--- config.mk ---
export PLATFORM = sky130hd
export DESIGN_NAME = arbiter_control
export DESIGN_NICKNAME = d
export VERILOG_FILES = /design/src/rtl/arbiter_control.sv
export SDC_FILE = /design/constraint.sdc
export NUM_CORES = 1
export LEC_CHECK = 0
export BUFFER_PORTS_ARGS = -buffer_cell sky130_fd_sc_hd__buf_2
export CAP_MARGIN = 10
export CORE_AREA = 2 2 39 41
export DETAILED_ROUTE_END_ITERATION = 10
export DIE_AREA = 0 0 41 43
export PLACE_DENSITY = 0.61
export SYNTH_ARGS = -nofsm -noshare
export SYNTH_HDL_FRONTEND = slang
export SYNTH_SLANG_ARGS = --single-unit
--- constraint.sdc ---
create_clock -name clk -period 3.3 [get_ports clk]
set_input_delay 0.33 -clock clk [delete_from_list [all_inputs] [get_ports clk]]
set_output_delay 0.33 -clock clk [all_outputs]
set_load 0.01 [all_outputs]
--- src/rtl/arbiter_control.sv ---
// Sequencing FSM that arbitrates I-cache and D-cache misses onto one physical-memory port.
// Optional grant/contention performance counters are built when ARB_PERF_EN is defined.
module arbiter_control #(
  parameter int ARB_MODE     = 1,
  parameter int STARVE_LIMIT = 4,
  parameter int CNT_WIDTH    = 32
) (
  input  logic                 clk,
  input  logic                 rst,
  input  logic                 iread,
  input  logic                 dread,
  input  logic                 dwrite,
  input  logic                 pmem_resp,
  output logic                 cache_sel,
  output logic                 mem_en,
  output logic                 busy,
  output logic                 spurious_resp,
`ifdef ARB_PERF_EN
  output logic [CNT_WIDTH-1:0] i_grant_cnt,
  output logic [CNT_WIDTH-1:0] d_grant_cnt,
  output logic [CNT_WIDTH-1:0] contention_cnt,
`endif
  output logic [1:0]           state_dbg
);

  // Handshake: a cache holds its request until it sees its pmem_resp pulse; ownership of
  // pmem is granted by the IDLE->SERVE_x transition and released on pmem_resp.

  typedef enum logic [1:0] {
    IDLE       = 2'd0,
    SERVE_I    = 2'd1,
    SERVE_D    = 2'd2,
    TURNAROUND = 2'd3
  } state_t;

  localparam int SW = (STARVE_LIMIT < 1) ? 1 : $clog2(STARVE_LIMIT + 1);
  localparam logic [SW-1:0] STARVE_MAX = SW'(STARVE_LIMIT);

  if (STARVE_LIMIT < 1) begin : g_bad_starve_limit
    $error("arbiter_control: STARVE_LIMIT must be >= 1");
  end
  if (CNT_WIDTH < 1) begin : g_bad_cnt_width
    $error("arbiter_control: CNT_WIDTH must be >= 1");
  end

  state_t        state_q, state_d;
  logic          last_grant_q, last_grant_d;   // 0 = I, 1 = D
  logic [SW-1:0] starve_q, starve_d;
  logic          cache_sel_q;
  logic          spurious_q;
  logic          ireq, dreq, tie;
  logic          grant_i, grant_d;

  assign ireq = iread;
  assign dreq = dread | dwrite;
  assign tie  = ireq & dreq;

  always_comb begin
    state_d      = state_q;
    last_grant_d = last_grant_q;
    starve_d     = starve_q;
    grant_i      = 1'b0;
    grant_d      = 1'b0;
    case (state_q)
      IDLE: begin
        if (tie) begin
          if (ARB_MODE == 0) begin
            grant_i = last_grant_q;
            grant_d = ~last_grant_q;
          end else if (starve_q == STARVE_MAX) begin
            grant_i = 1'b1;
          end else begin
            grant_d  = 1'b1;
            starve_d = starve_q + 1'b1;
          end
        end else if (ireq) begin
          grant_i = 1'b1;
        end else if (dreq) begin
          grant_d = 1'b1;
        end
        if (grant_i) begin
          state_d  = SERVE_I;
          starve_d = '0;
        end else if (grant_d) begin
          state_d = SERVE_D;
        end
      end
      // Memory is committed once granted: requests are ignored until the response.
      SERVE_I: begin
        if (pmem_resp) begin
          state_d      = TURNAROUND;
          last_grant_d = 1'b0;
        end
      end
      SERVE_D: begin
        if (pmem_resp) begin
          state_d      = TURNAROUND;
          last_grant_d = 1'b1;
        end
      end
      TURNAROUND: state_d = IDLE;
      default:    state_d = IDLE;
    endcase
  end

  always_ff @(posedge clk or posedge rst) begin
    if (rst) begin
      state_q      <= IDLE;
      last_grant_q <= 1'b1;
      starve_q     <= '0;
      cache_sel_q  <= 1'b0;
      spurious_q   <= 1'b0;
    end else begin
      state_q      <= state_d;
      last_grant_q <= last_grant_d;
      starve_q     <= starve_d;
      // Registered select only moves at a grant, so it cannot glitch mid-transaction.
      if (grant_i) cache_sel_q <= 1'b0;
      else if (grant_d) cache_sel_q <= 1'b1;
      if (pmem_resp && (state_q == IDLE || state_q == TURNAROUND)) spurious_q <= 1'b1;
    end
  end

  assign cache_sel     = cache_sel_q;
  assign mem_en        = (state_q == SERVE_I) || (state_q == SERVE_D);
  assign busy          = (state_q != IDLE);
  assign spurious_resp = spurious_q;
  assign state_dbg     = state_q;

`ifdef ARB_PERF_EN
  logic [CNT_WIDTH-1:0] i_cnt_q, d_cnt_q, cont_cnt_q;

  always_ff @(posedge clk or posedge rst) begin
    if (rst) begin
      i_cnt_q    <= '0;
      d_cnt_q    <= '0;
      cont_cnt_q <= '0;
    end else begin
      if (grant_i) i_cnt_q <= i_cnt_q + 1'b1;
      if (grant_d) d_cnt_q <= d_cnt_q + 1'b1;
      if ((grant_i || grant_d) && tie) cont_cnt_q <= cont_cnt_q + 1'b1;
    end
  end

  assign i_grant_cnt    = i_cnt_q;
  assign d_grant_cnt    = d_cnt_q;
  assign contention_cnt = cont_cnt_q;
`endif

endmodule

## Word level (Yosys, flattened, before mapping)

Cells that the tools add are included.

| cells by class | value |
|---|---|
| equality and inequality tests | 7 |
| multipliers | 0 |
| shift-type cells | 0 |
| $add $sub $neg | 1 |
| bitwise gates (word level) | 2 |
| div/mod/pow operators | 0 |
| mux-type cells | 20 |
| reductions and logical operators | 10 |
| magnitude comparators | 0 |

Operator list:

| cell | count |
|---|---|
| $mux 1 | 13 |
| $mux 3 | 3 |
| $mux 2 | 3 |
| $pmux 2 s3 | 1 |
| $reduce_bool 2->1 | 3 |
| $eq 2x2->1 const B | 2 |
| $ne 2x1->1 const B | 2 |
| $add 3x1->3 const B | 1 |
| $eq 3x3->1 const B | 1 |
| $ne 3x3->1 const B | 1 |
| $reduce_and 3->1 | 1 |
| $eq 2x1->1 const B | 1 |
| $logic_not 2->1 | 1 |
| $logic_or 1x1->1 | 2 |
| $reduce_and 2->1 | 1 |
| $reduce_or 2->1 | 1 |
| $and 1x1->1 | 1 |
| $logic_and 1x1->1 | 1 |
| $or 1x1->1 | 1 |

| word-level totals | value |
|---|---|
| output and inout bits | 6 |
| bits in latches | 0 |
| RAM bits | 0 |
| memory bits (read-only) | 0 |
| flip-flop bits (word level) | 7 |
| input port bits | 6 |
| memories | 0 |

## Logic depth before layout (Yosys ltp)

| depth | value |
|---|---|
| depth in word-level cells | 8 |
| depth in mapped cells | 5 |
| mapped depth without buffers | 5 |

## Worst setup path after synthesis

OpenSTA, ideal clock, no wires.

| timing | value |
|---|---|
| path type | register to register |
| start | register state_q[0], in the netlist state_dbg[0] |
| end | register state_q[1], in the netlist state_dbg[1] |
| setup slack | 1.964 ns |
| required time | 3.172 ns |
| stages on the path, launching flop included | 6 |
| arrival | 1.208 ns |
| path through | dfrtp_1 > inv_1 > ha_1 > inv_2 > o32ai_4 > o2bb2ai_1 |

| on the way | value |
|---|---|
| cells in the longest elaborated chain, start to end | 4 |
| elaborated cells on any way between the ends | 9 |
| those cells by class | eq/ne: 5; mux: 1; reduce/logical: 3 |

Ends and longest elaborated chain:

| item | line | RTL |
|---|---|---|
| start, declared | 46 | `state_t state_q, state_d;` |
| start signal, assigned | 114 | `state_q <= state_d;` |
| $eq 2x1->1 or $eq 2x2->1 (tied branches) | n/a |  |
| $reduce_or 2->1 (no line) | n/a |  |
| $ne 2x1->1 (no line) | n/a |  |
| $reduce_and 2->1 (no line) | n/a |  |

Several ways; a longest one is shown, not always the timed one.
A chain may end at the register's enable or synchronous reset.

## Worst setup path in the final report

| timing | value |
|---|---|
| start | register state_q[0], in the netlist state_dbg[0] |
| end | output busy |

| on the way | value |
|---|---|
| cells in the longest elaborated chain, start to end | 1 |

Ends and longest elaborated chain:

| item | line | RTL |
|---|---|---|
| $reduce_bool 2->1 | 126 | `assign busy = (state_q != IDLE);` |
| end, declared | 16 | `output logic busy,` |

No other way between the ends.

==> flow_summary.toml <==
[synthesis]
yosysWarnings = 0
yosys-top-cells-area = "dfrtp_1, ha_1, o32ai_4"
syn-num-nets = 49
synth_area_leader_cell = "dfrtp_1"
synth_seq_cells = 7
syn_area_um2 = 425.4
ys_types = 21
synthCells = 40
ys_seq_area_share_pct = 41.18
yosysTopAreaCellShare_pct = 41.18
avgSynthCellArea_um2 = 10.64

[power_and_ir_drop]
comb_power_share_pct = 56.6
p_leak_uw = 0.0002546
power_switching_uw = 212.3
p_int_uw = 311.6
switching_share_pct = 40.52
peakVddDrop_uv = 307.4
clockPowerShare_pct = 15.5
p_per_area_nw_per_um2 = 976.0
seqPwrFrac_pct = 27.9

[grt]
grt_overflow = 0
grt_pass1_wl_um = 1276
grt_pass1_vias = 308
antenna_found_initial = 0
grt_max_degree = 8
track_usage_pct = 11.25

[timing]
timing_hold_violations_final = 0
tns_ns = 0
period_share_pct = 48.77
worst_pin_slew_ns = 0.2874
final_max_slew_viol_count = 0
max_freq_mhz = 621.4
max_slew_margin_pct = 80.69
clock_skew_ns = 0.01558
layout_min_cycle_time_ns = 1.609
rsz0062_at_grt = "false"
setup_viol = 0

[setup_path]
critPathBufInv = 3
path_class = "flip-flop to output port"
reg2reg_to = "state_dbg[1]"
cp_cell_sequence = "inv_1 -> ha_1 -> inv_2 -> buf_2"
slowest_stage = "dfrtp_1"
cp.arrival_ns = 1.28
worstPathRequired_ns = 2.97
cp_max_fo = 7
crit-reg2reg-launch = "state_dbg[0]"
startpoint_type = "flip-flop"
worstRegToRegCells = 5
cp-end-kind = "output port"
ff2ff_setup_slack_ns = 1.92
cpLargestDelayFamily = "flip-flops"
cpPeakStageDelay_ns = 0.37

[worst_hold_path]
holdPathStages = 3
hold_class = "input port to flip-flop"
min_from = "pmem_resp"
worstHoldEndpoint = "spurious_resp"

[die]
die_area_um2 = 1763
coreArea_um2 = 1384
die_h_um = 43
boundaryPins = 12
die_w_um = 41
rows = 14
start_util_pct = 30.74

[clock_tree]
numCtsBuffers = 3
cts_root_buf = "clkbuf_4"
numClockSinks = 7
h-tree-depth = 1
cts-resized-gates = 0
clockBufferDepth = 2
clk_latency_ns = 0.26
cts.clk_slew.worst_paths_ns = 0.06
tritoncts = "done"

[final_layout]
drive_gt1_share_pct = 33.93
area_growth_pct = 26.18
antennaDiodeCount = 0
fin_util_pct = 38.79
nNetsFinal = 66

[place]
io_buffers = 11
gp_congestion = 0.7306
dp_hpwl_um = 605.1

[outcome]
status = "finished clean"

[drt]
drt-vias-per-instance = 4.583
dr_total_vias = 330
wire_per_inst_um = 10.97
drtPass1Iterations = 4
drc = 0
ant_nets = 0
drtIter0Drc = 4
totalWireLength_um = 790

[flow_run]
cap_violations = 0
power by group through the flow:
stage	combinational (uW)	clock [uW]	sequential, uW
finish	297	81.1	146
detailed placement	298	0	148
floorplan	222	0	153
global route	335	89.2	153
global placement	297	0	147
CTS	299	83.6	147
state kept, by name (all words and copies together), names as in the netlist:
signal,count
starve_q,3
state_dbg,2
cache_sel,1
spurious_resp,1
synthesized netlist by cell type:
cell	count
nand3_1	1
nor3_1	1
o22a_1	1
a21boi_0	1
mux2i_1	1
o21ai_0	1
inv_1	7
nand2_1	4
a2bb2oi_2	1
a22o_1	2
inv_2	1
o21bai_1	1
nand4b_1	1
o2bb2a_4	1
o21ai_1	2
and2_2	1
o2bb2ai_1	1
ha_1	3
nor2_1	1
o32ai_4	1
dfrtp_1	7
worst max path at each step:
stage / from / endpoint / slack (ns) / depth (start not counted)
after CTS: state_dbg[0] / busy / 1.68 / 4
after floorplan: state_dbg[0] / state_dbg[1] / 1.96 / 5
after global placement: state_dbg[0] / state_dbg[1] / 1.93 / 5
final: state_dbg[0] / busy / 1.69 / 4
after detailed placement: state_dbg[0] / state_dbg[1] / 1.92 / 5
after global routing: state_dbg[0] / busy / 1.60 / 4
through the flow:
stage               power [uW]  setup WS [ns]  std cells  hold WS (ns)  instance area, um2
floorplan                375.1          1.964         40        0.1334               425.4
global placement         444.2          1.933         67        0.2755               500.5
detailed placement       445.7          1.917         67        0.2753               500.5
CTS                      529.7          1.676         72        0.3535               536.8
global route             577.4          1.599         72        0.3627               536.8
finish                   523.9          1.691         72        0.3627               536.8
repair_timing:
item / 4_1_cts / 5_1_grt
hold buffers: 1 / 0
setup buffers: 0 / 0
hold endpoints to repair: 4 / 0
worst reg2reg max path: stages, from the launching register on:
cell       delay, ns
dfrtp_1         0.37
inv_1           0.09
ha_1            0.31
inv_2           0.10
o32ai_4         0.29
o2bb2ai_1       0.10
metal layers:
| metal | track usage, % | up-vias | wire length, um | share of wire, % |
|---|---|---|---|---|
| met5 | 0 | - | 0 | 0 |
| met4 | 4.000 | 0 | 8 | 1.0 |
| met3 | 7.853 | 2 | 67 | 8.5 |
| met2 | 13.44 | 11 | 299 | 38 |
| met1 | 15.56 | 146 | 415 | 53 |
| li1 | - | 171 | - | - |
logic make-up (layout without fill, tap and decap cells):
group	Yosys count	in the layout	share of synthesized area, %
adders and majority gates	3	3	8.824
DFF	7	7	41.18
muxes	1	1	2.353
buffers and inverters	8	24	7.059
and+or+nand+nor	9	9	10.59
AOI/OAI and AO/OA	12	12	30.00
placed cells by master (no fill, tap or decap):
cell / netlist / layout
buf_2: 0 / 11
inv_1: 7 / 7
dfrtp_1: 7 / 7
nand2_1: 4 / 4
ha_1: 3 / 3
clkbuf_4: 0 / 3
o21ai_1: 2 / 2
a22o_1: 2 / 2
a2bb2oi_2: 1 / 1
and2_2: 1 / 1
nor3_1: 1 / 1
inv_2: 1 / 1
o32ai_4: 1 / 1
mux2i_1: 1 / 1
o2bb2ai_1: 1 / 1
nand3_1: 1 / 1
a21boi_0: 1 / 1
o2bb2a_4: 1 / 1
o21bai_1: 1 / 1
nor2_1: 1 / 1
o22a_1: 1 / 1
nand4b_1: 1 / 1
o21ai_0: 1 / 1
clkbuf_1: 0 / 1
dlygate4sd3_1: 0 / 1
layout make-up:
class,count,area (um2)
Fill cell,136,847.1
Multi-Input combinational cell,25,220.2
Clock buffer,4,26.28
Sequential cell,7,175.2
Tap cell,16,20.02
Inverter,8,30.03
Timing Repair Buffer,12,65.06
No activity file was read; power rests on OpenSTA's default activity.
